**config.mk**
```make
export PLATFORM = sky130hd
export DESIGN_NAME = alu_issue_ctrl
export DESIGN_NICKNAME = d
export VERILOG_FILES = /design/src/rtl/alu_issue_ctrl.sv
export SDC_FILE = /design/constraint.sdc
export NUM_CORES = 1
export LEC_CHECK = 0
export CAP_MARGIN = 30
export CORE_AREA = 5 5 168 170
export CTS_CLUSTER_SIZE = 14
export DETAILED_ROUTE_END_ITERATION = 16
export DIE_AREA = 0 0 173 175
export GPL_TIMING_DRIVEN = 1
export PLACE_DENSITY = 0.77
export SYNTH_ARGS = -nofsm -noshare
export SYNTH_HDL_FRONTEND = slang
export SYNTH_SLANG_ARGS = --single-unit
```
**constraint.sdc**
```tcl
create_clock -name clk -period 3.3 [get_ports clk]
set_input_delay 0.33 -clock clk [delete_from_list [all_inputs] [get_ports clk]]
set_output_delay 0.33 -clock clk [all_outputs]
set_load 0.01 [all_outputs]
```
**src/rtl/alu_issue_ctrl.sv**
```systemverilog
`default_nettype none
// ============================================================================
//  Module   : alu_issue_ctrl
//  Purpose  : Execute-stage issue controller for a 64-bit LEGv8 ALU. Accepts
//             one register-read instruction at a time and decodes R-type and
//             I-type arithmetic/logic opcodes into ALU FS/C0 controls and A/B
//             operands. Captures the ALU result into a write-back holding
//             register and maintains the architectural NZCV flags.
//  Revision : 1.0  initial release
// ----------------------------------------------------------------------------
//  Ports
//    clk            : clock, all state changes on the rising edge
//    rst_n          : synchronous reset, active low
//    i_in_valid     : instruction and operands present
//    o_in_ready     : block can accept (IDLE only)
//    i_instr        : LEGv8 instruction word
//    i_rn_data      : X[Rn]
//    i_rm_data      : X[Rm]
//    o_alu_A/B      : ALU operands
//    o_alu_FS/C0    : ALU function select and carry-in
//    i_alu_F        : ALU result
//    i_alu_status   : ALU status {V,C,N,Z}
//    o_wb_valid     : write-back result held
//    i_wb_ready     : write-back consumer accepts
//    o_wb_we        : register write enable (0 for Rd=31)
//    o_wb_rd        : destination register
//    o_wb_data      : result
//    o_flags        : architectural flags {V,C,N,Z}
//    o_illegal      : one-cycle pulse on an undecodable opcode
// ============================================================================
module alu_issue_ctrl (
    input  logic        clk,
    input  logic        rst_n,
    input  logic        i_in_valid,
    output logic        o_in_ready,
    input  logic [31:0] i_instr,
    input  logic [63:0] i_rn_data,
    input  logic [63:0] i_rm_data,
    output logic [63:0] o_alu_A,
    output logic [63:0] o_alu_B,
    output logic [4:0]  o_alu_FS,
    output logic        o_alu_C0,
    input  logic [63:0] i_alu_F,
    input  logic [3:0]  i_alu_status,
    output logic        o_wb_valid,
    input  logic        i_wb_ready,
    output logic        o_wb_we,
    output logic [4:0]  o_wb_rd,
    output logic [63:0] o_wb_data,
    output logic [3:0]  o_flags,
    output logic        o_illegal
);

    // ------------------------------------------------------------------
    // ALU function codes: {sel[2:0], Binv, Ainv}
    // ------------------------------------------------------------------
    localparam logic [4:0] c_FS_AND = 5'b00000;
    localparam logic [4:0] c_FS_OR  = 5'b00100;
    localparam logic [4:0] c_FS_ADD = 5'b01000;
    localparam logic [4:0] c_FS_SUB = 5'b01010;   // A + ~B + 1
    localparam logic [4:0] c_FS_XOR = 5'b01100;
    localparam logic [4:0] c_FS_LSL = 5'b10000;
    localparam logic [4:0] c_FS_LSR = 5'b10100;

    // R-type opcodes, instr[31:21]
    localparam logic [10:0] c_R_ADD  = 11'h458;
    localparam logic [10:0] c_R_ADDS = 11'h558;
    localparam logic [10:0] c_R_SUB  = 11'h658;
    localparam logic [10:0] c_R_SUBS = 11'h758;
    localparam logic [10:0] c_R_AND  = 11'h450;
    localparam logic [10:0] c_R_ANDS = 11'h750;
    localparam logic [10:0] c_R_ORR  = 11'h550;
    localparam logic [10:0] c_R_EOR  = 11'h650;
    localparam logic [10:0] c_R_LSL  = 11'h69B;
    localparam logic [10:0] c_R_LSR  = 11'h69A;

    // I-type opcodes, instr[31:22]
    localparam logic [9:0] c_I_ADDI  = 10'h244;
    localparam logic [9:0] c_I_ADDIS = 10'h2C4;
    localparam logic [9:0] c_I_SUBI  = 10'h344;
    localparam logic [9:0] c_I_SUBIS = 10'h3C4;
    localparam logic [9:0] c_I_ANDI  = 10'h248;
    localparam logic [9:0] c_I_ANDIS = 10'h3C8;
    localparam logic [9:0] c_I_ORRI  = 10'h2C8;
    localparam logic [9:0] c_I_EORI  = 10'h348;

    localparam logic [4:0] c_XZR = 5'd31;

    typedef enum logic [1:0] {
        S_IDLE = 2'd0,
        S_EXEC = 2'd1,
        S_WB   = 2'd2
    } state_t;

    // ------------------------------------------------------------------
    // Decode (combinational, only consumed at accept)
    // ------------------------------------------------------------------
    logic [10:0] w_op_r;
    logic [9:0]  w_op_i;
    logic [63:0] w_imm;
    logic [63:0] w_shamt;
    logic        w_legal;
    logic [4:0]  w_fs;
    logic        w_c0;
    logic [63:0] w_b;
    logic        w_setf;
    logic        w_unused_rn_field;

    assign w_op_r  = i_instr[31:21];
    assign w_op_i  = i_instr[31:22];
    assign w_imm   = {52'b0, i_instr[21:10]};
    assign w_shamt = {58'b0, i_instr[15:10]};

    // The Rn field only names the register; its value arrives on i_rn_data.
    assign w_unused_rn_field = ^i_instr[9:5];

    always_comb begin
        w_legal = 1'b0;
        w_fs    = c_FS_AND;
        w_c0    = 1'b0;
        w_b     = i_rm_data;
        w_setf  = 1'b0;
        // R-type match takes precedence; I-type is only tried on a miss.
        case (w_op_r)
            c_R_ADD:  begin w_legal = 1'b1; w_fs = c_FS_ADD; end
            c_R_ADDS: begin w_legal = 1'b1; w_fs = c_FS_ADD; w_setf = 1'b1; end
            c_R_SUB:  begin w_legal = 1'b1; w_fs = c_FS_SUB; w_c0 = 1'b1; end
            c_R_SUBS: begin w_legal = 1'b1; w_fs = c_FS_SUB; w_c0 = 1'b1; w_setf = 1'b1; end
            c_R_AND:  begin w_legal = 1'b1; w_fs = c_FS_AND; end
            c_R_ANDS: begin w_legal = 1'b1; w_fs = c_FS_AND; w_setf = 1'b1; end
            c_R_ORR:  begin w_legal = 1'b1; w_fs = c_FS_OR;  end
            c_R_EOR:  begin w_legal = 1'b1; w_fs = c_FS_XOR; end
            c_R_LSL:  begin w_legal = 1'b1; w_fs = c_FS_LSL; w_b = w_shamt; end
            c_R_LSR:  begin w_legal = 1'b1; w_fs = c_FS_LSR; w_b = w_shamt; end
            default: begin
                w_b = w_imm;
                case (w_op_i)
                    c_I_ADDI:  begin w_legal = 1'b1; w_fs = c_FS_ADD; end
                    c_I_ADDIS: begin w_legal = 1'b1; w_fs = c_FS_ADD; w_setf = 1'b1; end
                    c_I_SUBI:  begin w_legal = 1'b1; w_fs = c_FS_SUB; w_c0 = 1'b1; end
                    c_I_SUBIS: begin w_legal = 1'b1; w_fs = c_FS_SUB; w_c0 = 1'b1; w_setf = 1'b1; end
                    c_I_ANDI:  begin w_legal = 1'b1; w_fs = c_FS_AND; end
                    c_I_ANDIS: begin w_legal = 1'b1; w_fs = c_FS_AND; w_setf = 1'b1; end
                    c_I_ORRI:  begin w_legal = 1'b1; w_fs = c_FS_OR;  end
                    c_I_EORI:  begin w_legal = 1'b1; w_fs = c_FS_XOR; end
                    default:   begin w_legal = 1'b0; end
                endcase
            end
        endcase
    end

    // ------------------------------------------------------------------
    // Control FSM with registered outputs
    // ------------------------------------------------------------------
    state_t      r_state;
    logic        r_in_ready;
    logic [63:0] r_alu_a;
    logic [63:0] r_alu_b;
    logic [4:0]  r_alu_fs;
    logic        r_alu_c0;
    logic [4:0]  r_rd;
    logic        r_setf;
    logic        r_wb_valid;
    logic        r_wb_we;
    logic [4:0]  r_wb_rd;
    logic [63:0] r_wb_data;
    logic [3:0]  r_flags;
    logic        r_illegal;

    always_ff @(posedge clk) begin
        if (!rst_n) begin
            // Any pending result is dropped and flags are cleared.
            r_state    <= S_IDLE;
            r_in_ready <= 1'b1;
            r_alu_a    <= 64'd0;
            r_alu_b    <= 64'd0;
            r_alu_fs   <= 5'd0;
            r_alu_c0   <= 1'b0;
            r_rd       <= 5'd0;
            r_setf     <= 1'b0;
            r_wb_valid <= 1'b0;
            r_wb_we    <= 1'b0;
            r_wb_rd    <= 5'd0;
            r_wb_data  <= 64'd0;
            r_flags    <= 4'd0;
            r_illegal  <= 1'b0;
        end else begin
            r_illegal <= 1'b0;
            case (r_state)
                S_IDLE: begin
                    if (i_in_valid) begin
                        if (w_legal) begin
                            r_alu_a    <= i_rn_data;
                            r_alu_b    <= w_b;
                            r_alu_fs   <= w_fs;
                            r_alu_c0   <= w_c0;
                            r_rd       <= i_instr[4:0];
                            r_setf     <= w_setf;
                            r_in_ready <= 1'b0;
                            r_state    <= S_EXEC;
                        end else begin
                            // Rejected without leaving IDLE; ALU controls keep
                            // their previous values.
                            r_illegal <= 1'b1;
                        end
                    end
                end
                S_EXEC: begin
                    // ALU has had a full cycle on the registered controls.
                    r_wb_data  <= i_alu_F;
                    r_wb_rd    <= r_rd;
                    r_wb_we    <= (r_rd != c_XZR);
                    r_wb_valid <= 1'b1;
                    if (r_setf) begin
                        r_flags <= i_alu_status;
                    end
                    r_state <= S_WB;
                end
                S_WB: begin
                    if (i_wb_ready) begin
                        r_wb_valid <= 1'b0;
                        r_wb_we    <= 1'b0;
                        r_in_ready <= 1'b1;
                        r_state    <= S_IDLE;
                    end
                end
                default: begin
                    r_wb_valid <= 1'b0;
                    r_wb_we    <= 1'b0;
                    r_in_ready <= 1'b1;
                    r_state    <= S_IDLE;
                end
            endcase
        end
    end

    assign o_in_ready = r_in_ready;
    assign o_alu_A    = r_alu_a;
    assign o_alu_B    = r_alu_b;
    assign o_alu_FS   = r_alu_fs;
    assign o_alu_C0   = r_alu_c0;
    assign o_wb_valid = r_wb_valid;
    assign o_wb_we    = r_wb_we;
    assign o_wb_rd    = r_wb_rd;
    assign o_wb_data  = r_wb_data;
    assign o_flags    = r_flags;
    assign o_illegal  = r_illegal;

endmodule
`default_nettype wire

```
* Yosys cells after proc, flatten, opt, wreduce, memory -nomap -nowiden
Cells that the tools add are included.
** Cells by class
- Bitwise operators :: 2
- Reductions and logical operators :: 20
- Multiplexer cells :: 21
- Equal/unequal tests :: 24
** Operators with widths (number)
- one-hot mux 64 bit (2 select lines) :: 1
- equality test 11 bit (second input constant) :: 10
- equality test 10 bit (second input constant) :: 8
- one-hot mux 5 bit (7 select lines) :: 1
- OR reduction 8 bit :: 3
- one-hot mux 4 bit (4 select lines) :: 1
- OR reduction 2 bit :: 6
- OR reduction 10 bit :: 1
- two-way mux 1 bit :: 9
- one-hot mux 1 bit (3 select lines) :: 3
- AND reduction 3 bit :: 3
- OR reduction 7 bit :: 1
- two-way mux 2 bit :: 3
- inequality test 2 bit (second input constant) :: 3
- one-hot mux 2 bit (3 select lines) :: 1
- OR reduction 3 bit :: 2
- inequality test 5 bit (second input constant) :: 1
- one-hot mux 1 bit (2 select lines) :: 2
- AND reduction 2 bit :: 2
- AND reduction 4 bit :: 1
- equality test 2 x 1 -> 1 bit (second input constant) :: 1
- equality test 2 bit (second input constant) :: 1
- zero test 2 bit :: 1
- inverter 1 bit :: 2
** Storage, ports and cells
- Output and inout port bits :: 211
- Logic and storage cells :: 81
- Input bits :: 232
- Flip-flop bits (word level) :: 219

* Logic depth before layout (Yosys ltp)
Gate-level depths: netlist of run 1.
- Depth in word-level cells :: 7
- Gate-level depth with buffers :: 9
- Depth with buffers taken out :: 5

* Least setup slack after synthesis of run 1
Ideal clock, no wire load.
- Kind :: input to register
- Start :: input port i_instr[23]
- End :: register r_alu_b[13] (netlist: o_alu_B[13])
- Required time :: 3.183 ns
- Slack :: 0.771 ns
- Path buffers :: 4
- Cell stages on the path :: 9
- Arrival :: 2.412 ns
- Library setup time :: 0.117 ns
- Cell sequence :: or4b_1 buf_2 or4b_4 buf_6 a31o_1 and2_1 buf_6 buf_6 a22o_1
** Between the ends
- Cells in the longest elaborated chain, start to end :: 5
- Elaborated cells on any way between the ends :: 26
- Those cells by class :: eq/ne (18); mux (3); reduce/logical (5)
** RTL lines
- from (decl) :: line 36 : input logic [31:0] i_instr,
- equality test 10 bit :: line 137 : case (w_op_i)
- OR reduction 8 bit (no line)
- two-way mux 1 bit :: line 137
- two-way mux 1 bit :: line 124 : case (w_op_r)
- AND reduction 3 bit (no line)
- to (signal assigned) :: line 194 : r_alu_b <= w_b;
- to (decl) :: line 158 : logic [63:0] r_alu_b;
Parallel ways exist; a longest one is shown, timed or not.
A chain may end at the register's enable or synchronous reset.

* Final worst setup path of run 1
- Start :: input port i_instr[23]
- End :: register r_alu_a[34] (netlist: o_alu_A[34])
** Between the ends
- Cells in the longest elaborated chain, start to end :: 5
- Elaborated cells on any way between the ends :: 23
- Those cells by class :: eq/ne (18); mux (2); reduce/logical (3)
** RTL lines
- equality test 10 bit :: line 137
- OR reduction 8 bit (no line)
- two-way mux 1 bit :: line 137
- two-way mux 1 bit * :: line 124
- AND reduction 3 bit (no line) *
- to (signal assigned) :: line 193 : r_alu_a <= i_rn_data;
- to (decl) :: line 157 : logic [63:0] r_alu_a;
Mark *: on every way between the ends. The rest lies on a longest branch, timed or not.

==> results.txt, run 1 <==
multiplexer share of the synthesized area: 0
DP Cell Count: 1597
Worst setup SP type: input port
Die Ht: 175 um
period utilisation layout: 0.819
sequential area share after synthesis: 0.544
Tightest Hold Check Type: input port to register
Synth Flop Type: dfxtp_1
most numerous cell in the Yosys netlist: nand2_1
GPL Wtd Cong: 0.791
Top Ports: 443
CTS tree: done
Die Area: 30300 um2
pin count of the biggest net entering global routing: 106
Cell variety after synth: 42
max cap viols: 0
Worst-Skew Late Latency: 0.51 ns
largest family of logic cells by synthesized area: compound AO/OA/AOI/OAI gates
leakage power: 4.72 nW
Final setup viols: 0
Root Driver: clkbuf_16
H-tree lvl count: 1
DR vias/cell: 4.70
core area: 26600 um2
leading area contributor after synthesis: dfxtp_1
Mapped Cells: 880
Slew @ Worst Pin: 0.719 ns
DRC Markers: 0
post-route insts no fill: 1639
diode count: 0
initial drt markers: 421
post-CTS sizing: 0
RSZ-0062 raised after global routing: no
simple-gate share of the synthesized area: 0.175
cells taking the most area after synthesis: dfxtp_1, nand2_1, a21boi_0
number of core rows: 60
maximum clock insertion buffer count: 3
Slew Viols, Final: 0
PortBufs: 436
DR vias: 7710
Adder-Cell Fraction of Synth Area: 0
DRT Pass-1 Iters: 4
critical path class: input port to register
Die X: 173 um
pwr dens: 431 nW/um2
Peak VDD IR: 0.000408 V
syn avg cell area: 9.11 um2
synth warn: 0
status: completed
clock sinks: 218
Synth Area in Compound Gates: 0.232
Post-DP HPWL: 20.5 mm
Arr. time, crit path: 3.10 ns
xor-xnor portion of the synthesized cell area: 0.00219
crit-path max FO: 65
Post-synth EDFFs: 0
Worst setup EP type: register
layout cells sized above 1: 0.0462
global-route wire length before repair: 42.9 mm
vias in the first global route: 7750
Seq cells post-synth: 218
Critical Path RT: 3.69 ns
total track usage: 0.173
Starting Density: 0.302
Post-CTS Hold Fix Bufs: 0
Final Skew: 0.00632 ns
asr flop ratio synth: 0
count of final hold-check violations: 0
Cell Area, Synth: 8020 um2
Fmax: 370 MHz
initial antenna violation count: 0
drt total wl: 28.2 mm
Post-synth top cells: nand2_1, dfxtp_1, a21boi_0, a22o_1, clkbuf_1
Clk pin slew, worst setup/hold paths: 0.06 ns
Synthesized Nets: 1112
postcts setup bufs: 0
setup TNS: 0 ns
total CTS buffers: 25
Layout area overhead: 67.5%
DR WL/cell: 17.2 um
post-synth top area share: 0.544
Antenna Violating Nets Remaining: 0
nets: 1515
post-route minimum period: 2.70 ns
# fillers: 2423
Max-Slew Margin vs Limit: 0.521
total gr overflow: 0
per-stage QoR:
stage	power (mW)	hold WS [ns]	area, um2	util	setup WS [ns]
final	5.79	0.321	13400	0.505	0.597
after detailed placement	3.11	0.442	12600	0.475	0.0711
after global routing	6.01	0.348	13400	0.505	0.471
after CTS	5.89	0.322	13400	0.505	0.622
after floorplan	2.80	0.440	8020	-	0.771
after global placement	3.10	0.436	12600	0.475	0.130
metal layers:
layer  vias to the layer above  wire (um)  share of wire  GRT usage
met5                         -          0              0          0
met4                         0       1100          0.039     0.0639
met3                        67       2330          0.082     0.0588
met2                       310      13900           0.49      0.306
met1                      3568      10900           0.39      0.195
li1                       3765          -              -          -
final cells by class:
| cell class | instances | area (um2) | share of cell area |
|---|---|---|---|
| multi-input combinational | 588 | 3310 | 0.246 |
| clock buffer | 34 | 719 | 0.0536 |
| sequential | 218 | 4360 | 0.325 |
| timing repair buffer | 449 | 4510 | 0.336 |
| tap | 341 | 427 | 0.0318 |
| inverter | 1 | 3.75 | 0.000280 |
| clock inverter | 8 | 96.3 | 0.00717 |
path summary, 6_finish.rpt:
check	startpoint	to	slack (ns)	cells after the start
worst max-delay path	i_instr[23]	o_alu_A[34]$_SDFFE_PN0P_	0.60	7
worst min-delay path	rst_n	o_alu_FS[4]$_SDFFE_PN0P_	0.32	2
worst max register to register	r_state[1]$_SDFFE_PN0P_	o_alu_B[48]$_SDFFE_PN0P_	1.27	6
worst min register to register	o_alu_A[45]$_SDFFE_PN0P_	o_alu_A[45]$_SDFFE_PN0P_	0.45	2
registers in the layout, indices dropped and copies added, names as in the netlist:
register    count
o_wb_we         1
o_illegal       1
o_wb_data      64
o_wb_valid      1
o_alu_A        64
o_wb_rd         5
r_setf          1
o_alu_C0        1
o_alu_B        64
r_rd            5
o_alu_FS        4
o_in_ready      1
o_flags         4
r_state         2
power breakdown:
| group | leakage [nW] | internal (mW) | total (mW) | switching, mW |
|---|---|---|---|---|
| Clock | 0.403 | 1.67 | 2.74 | 1.07 |
| Combinational | 2.56 | 0.288 | 0.406 | 0.118 |
| Sequential | 1.76 | 2.64 | 2.64 | 0.00407 |
critical path, cell delays in order:
cell	delay [ns]
clkdlybuf4s50_1	0.42
or4b_1	0.64
or4_1	0.70
a31o_4	0.35
buf_4	0.33
nand2_1	0.16
a21boi_0	0.09
cell families after synthesis:
kind of cell | count (synthesis)
XOR/XNOR | 2
buffers and inverters | 74
AND/OR/NAND/NOR | 347
other | 1
flip-flops | 218
AO/OA/AOI/OAI | 238
placed cells by master (no fill, tap or decap), types with 2 or more instances in the layout:
master and instances:
nand2_1 300, a211oi_1 2, a21boi_0 107, clkbuf_1 3
xnor2_1 2, a22o_1 52, nor3b_1 3, and3_1 2
buf_12 4, clkinv_2 4, buf_4 10, bufinv_16 2
clkdlybuf4s50_1 435, nand3_1 17, nor2_1 8, o21a_1 2
a21oi_1 7, and2_1 3, o21ai_0 8, o211a_1 8
dfxtp_1 218, o221ai_1 5, clkbuf_16 25, nor2b_1 2
clkbuf_8 6, a21boi_1 40
Note: power is estimated with default switching activity, not from simulation.
==> run 2: changes to the inputs <==
Settings changed: CORE_AREA 5 5 168 170 to 5 5 167 169, DIE_AREA 0 0 173 175 to 0 0 172 174, PLACE_DENSITY 0.77 to 0.8.
Clock period 3.3 ns to 2.2 ns, I/O delays scaled along.
==> run 2 against run 1 <==
Effect of this change: sequential power increased by 50%; largest cell class unchanged; global-route usage increased by 0.79 points; worst hold slack got worse by 0.28 ns; register-to-register slack got worse by 0.75 ns.
==> results.txt, run 2 (synthesis results as in run 1) <==
status: completed
initial antenna violation count: 3
# fillers: 2381
Critical Path RT: 2.62 ns
post-route minimum period: 2.06 ns
Peak VDD IR: 0.000618 V
total gr overflow: 0
Die X: 172 um
Tot Pwr: 8.59 mW
Layout area overhead: 71.3%
Arr. time, crit path: 2.48 ns
final core occ: 0.520
H-tree lvl count: 1
critical path class: input port to register
diode count: 0
layout cells sized above 1: 0.0680
Max-Slew Margin vs Limit: 0.629
DR WL/cell: 17.9 um
commonest non-fill, non-tap cell in the layout: clkdlybuf4s50_1
min-delay src: rst_n
commonest non-fill, non-tap cells in the layout: clkdlybuf4s50_1, nand2_1, dfxtp_1
Reg2Reg Launch Point: r_state[1]$_SDFFE_PN0P_
pin count of the biggest net entering global routing: 96
crit-path max FO: 26
count of final hold-check violations: 0
Die Ht: 174 um
Post-CTS Hold Fix Bufs: 0
DRT Pass-1 Iters: 5
DRC Markers: 0
Root Driver: clkbuf_16
Final setup viols: 0
DR vias/cell: 4.69
Slew @ Worst Pin: 0.556 ns
WHS Path Cells: 2
GPL Wtd Cong: 0.854
total track usage: 0.181
worst-case reg-to-reg path depth: 6
number of core rows: 60
DR vias: 7801
post-route insts no fill: 1664
core area: 26400 um2
fin worst setup slack: 0.139 ns
Starting Density: 0.303
total CTS buffers: 25
initial drt markers: 371
Clk pin slew, worst setup/hold paths: 0.06 ns
Tightest Hold Check Type: input port to register
Worst R2R End: o_alu_B[16]$_SDFFE_PN0P_
Antenna Violating Nets Remaining: 0
period utilisation layout: 0.937
dpl ws: -0.613 ns
Top Ports: 443
clock sinks: 218
drt total wl: 29.9 mm
pwr dens: 625 nW/um2
nets: 1539
Die Area: 29900 um2
vias in the first global route: 7826
Final Skew: 0.00914 ns
PortBufs: 436
max cap viols: 0
setup TNS: 0 ns
Worst setup EP type: register
CTS tree: done
DP Cell Count: 1615
Worst Hold Path EP: o_alu_B[3]$_SDFFE_PN0P_
Fmax: 485 MHz
Design Area, Final: 13700 um2
Slew Viols, Final: 0
leakage power: 4.91 nW
Placement Cell Area: 12800 um2
Worst-Skew Late Latency: 0.51 ns
maximum clock insertion buffer count: 3
R2R setup slack: 0.52 ns
global-route wire length before repair: 43.7 mm
Post-DP HPWL: 21.1 mm
Worst setup SP type: input port
Min Hold Slack: 0.0374 ns
-- run 2: changes by cell type in the layout (fill, tap and decap cells not counted), sizes merged, moves of 2 or more --
cell,delta
clkbuf,+10
clkinv,-4
dlymetal6s2s,+4
clkdlybuf4s50,-4
buf,+21
bufinv,-2
-- run 2: worst max-delay path, stage by stage --
cell and delay [ns]:
clkdlybuf4s50_1 0.54, nor4b_1 0.44, nand4_1 0.26, buf_4 0.21, a31oi_4 0.17, buf_4 0.19
buf_12 0.19, nand2_1 0.07, a21boi_0 0.18
-- run 2: how the worst max path moves through the flow --
stage / start / to / cells past startpoint
finish: i_instr[25] / o_alu_A[19]$_SDFFE_PN0P_ / 9
global route: i_instr[25] / o_alu_A[7]$_SDFFE_PN0P_ / 9
CTS: i_instr[23] / o_alu_B[16]$_SDFFE_PN0P_ / 7
detailed placement: i_instr[23] / o_alu_B[12]$_SDFFE_PN0P_ / 7
global placement: i_instr[23] / o_alu_B[12]$_SDFFE_PN0P_ / 7
floorplan: i_instr[23] / o_alu_B[13]$_SDFFE_PN0P_ / 9
-- run 2: metal layers --
metal	wire length (um)	GRT usage	up-vias	share of wire
li1	-	-	3812	-
met1	11200	0.203	3607	0.38
met2	14900	0.325	313	0.50
met3	2900	0.0589	63	0.097
met4	843	0.0534	6	0.028
met5	38	0	-	0.0013
-- run 2: timing repair --
item                                    CTS  global route
pin swaps                                 3             6
setup buffers                             0             2
endpoints found under the setup margin   53            85
resized for setup                         2             5
cloned                                    1             3
-- run 2: cell type report --
class	count	area (um2)	share of cell area
Clock buffer	41	776	0.0565
Clock inverter	2	13.8	0.00100
Inverter	1	3.75	0.000273
Multi-Input combinational cell	588	3350	0.244
Sequential cell	218	4360	0.318
Tap cell	341	427	0.0311
Timing Repair Buffer	473	4800	0.350
-- run 2: power breakdown --
group / internal, mW / leakage [nW] / switching [mW]
logic: 0.459 / 2.76 / 0.187
clock network: 2.39 / 0.389 / 1.59
registers: 3.96 / 1.76 / 0.00627
total: 6.80 / 4.91 / 1.78
==> run 3: changes to the inputs <==
Settings changed: MAX_ROUTING_LAYER from default to met4, RECOVER_POWER from default to 100.
==> run 3 against run 2 <==
Effect of this change: first-iteration DRC count fell by 1.9%; sequential cell count did not move; routed wire length fell by 0.48%; largest power group unchanged; count of clock-buffer cells in the layout did not move; sequential power barely moved; register-to-register slack got worse by 0.09 ns; sequential share of layout area rose by 0.25 points; total power fell by 0.26%; global-route usage rose by 0.56 points; non-clock buffer count did not move; worst hold slack got worse by 0.0026 ns; die area did not move.
==> results.txt, run 3 (synthesis results as in run 1) <==
Final setup viols: 0
Critical Path RT: 2.59 ns
critical path class: input port to register
number of core rows: 60
dpl ws: -0.613 ns
fin worst setup slack: 0.0999 ns
Tot Pwr: 8.56 mW
post-route insts no fill: 1667
pwr dens: 628 nW/um2
drt total wl: 29.7 mm
Reg2Reg Launch Point: r_state[1]$_SDFFE_PN0P_
Die Area: 29900 um2
# fillers: 2399
Starting Density: 0.303
leakage power: 5.59 nW
setup TNS: 0 ns
Worst-Skew Late Latency: 0.50 ns
PortBufs: 436
Peak VDD IR: 0.000605 V
DR vias: 7833
Die X: 172 um
H-tree lvl count: 1
layout cells sized above 1: 0.0612
R2R setup slack: 0.43 ns
total CTS buffers: 25
Max-Slew Margin vs Limit: 0.402
status: completed
worst-case reg-to-reg path depth: 4
commonest non-fill, non-tap cells in the layout: nand2_1, clkdlybuf4s50_1, dfxtp_1
DR WL/cell: 17.8 um
total gr overflow: 0
DRC Markers: 0
max cap viols: 0
initial drt markers: 364
pin count of the biggest net entering global routing: 96
DR vias/cell: 4.70
Root Driver: clkbuf_16
Worst Hold Path EP: o_alu_FS[2]$_SDFFE_PN0P_
DRT Pass-1 Iters: 4
Worst setup SP type: input port
commonest non-fill, non-tap cell in the layout: nand2_1
total track usage: 0.187
CTS tree: done
Slew @ Worst Pin: 0.897 ns
Tightest Hold Check Type: input port to register
Antenna Violating Nets Remaining: 0
Top Ports: 443
Fmax: 476 MHz
flip-flop and latch area: 4360 um2
Clk pin slew, worst setup/hold paths: 0.06 ns
DP Cell Count: 1615
maximum clock insertion buffer count: 3
crit-path max FO: 13
Post-CTS Hold Fix Bufs: 0
nets: 1539
Worst setup EP type: register
global-route wire length before repair: 43.7 mm
period utilisation layout: 0.955
min-delay src: rst_n
Slew Viols, Final: 0
vias in the first global route: 7835
Worst R2R End: o_wb_data[15]$_SDFFE_PN0P_
Layout area overhead: 70.0%
Arr. time, crit path: 2.49 ns
CP startpoint: i_instr[26]
Die Ht: 174 um
GPL Wtd Cong: 0.867
post-route minimum period: 2.10 ns
Min Hold Slack: 0.0348 ns
clock sinks: 218
core area: 26400 um2
Post-DP HPWL: 21.1 mm
initial antenna violation count: 3
WHS Path Cells: 2
count of final hold-check violations: 0
Final Skew: 0.00614 ns
area taken by multi-input logic gates: 3310 um2
## run 3: layout make-up
cell class	instances	share of cell area
antenna	3	0.000551
clock buffer	41	0.0569
clock inverter	2	0.00101
inverter	1	0.000275
multi-input combinational	588	0.243
sequential	218	0.320
tap	341	0.0313
timing repair buffer	473	0.347
## run 3: report_power, final
part | internal [mW] | switching, mW | leakage [nW]
registers | 3.96 | 0.00573 | 1.76
clock network | 2.39 | 1.59 | 0.390
logic | 0.442 | 0.184 | 3.45
## run 3: how the worst max path moves through the flow
stage	endpoint	slack, ns	cells past startpoint
detailed placement	o_alu_B[12]$_SDFFE_PN0P_	-0.61	7
global placement	o_alu_B[12]$_SDFFE_PN0P_	-0.59	7
floorplan	o_alu_B[13]$_SDFFE_PN0P_	-0.21	9
finish	o_alu_B[61]$_SDFFE_PN0P_	0.1	7
global route	o_alu_A[7]$_SDFFE_PN0P_	-0.03	9
CTS	o_alu_B[16]$_SDFFE_PN0P_	0.01	7
## run 3: what timing repair did
item | 4_1_cts | 5_1_grt
setup endpoints to repair | 53 | 85
hold endpoints to repair | 0 | 0
setup buffers | 0 | 2
gates cloned | 1 | 3
gates resized for setup | 2 | 5
pin swaps | 3 | 6
## run 3: metal layers
layer / GRT usage / share of wire / vias to the layer above
met5: - / 0 / -
met4: 0.0540 / 0.030 / 0
met3: 0.0523 / 0.091 / 69
met2: 0.325 / 0.50 / 323
met1: 0.208 / 0.38 / 3608
li1: - / - / 3833
## run 3: per-stage QoR
stage,utilization,instance area [um2]
after floorplan,-,8130
after global placement,0.485,12800
after detailed placement,0.485,12800
after CTS,0.516,13600
after global routing,0.516,13600
final,0.516,13600
## run 3: worst max-delay path: stages
cell,delay [ns]
dlymetal6s2s_1,0.13
or4b_1,0.57
or4b_1,0.63
a31o_4,0.30
and2_4,0.17
clkbuf_4,0.24
a22o_1,0.22
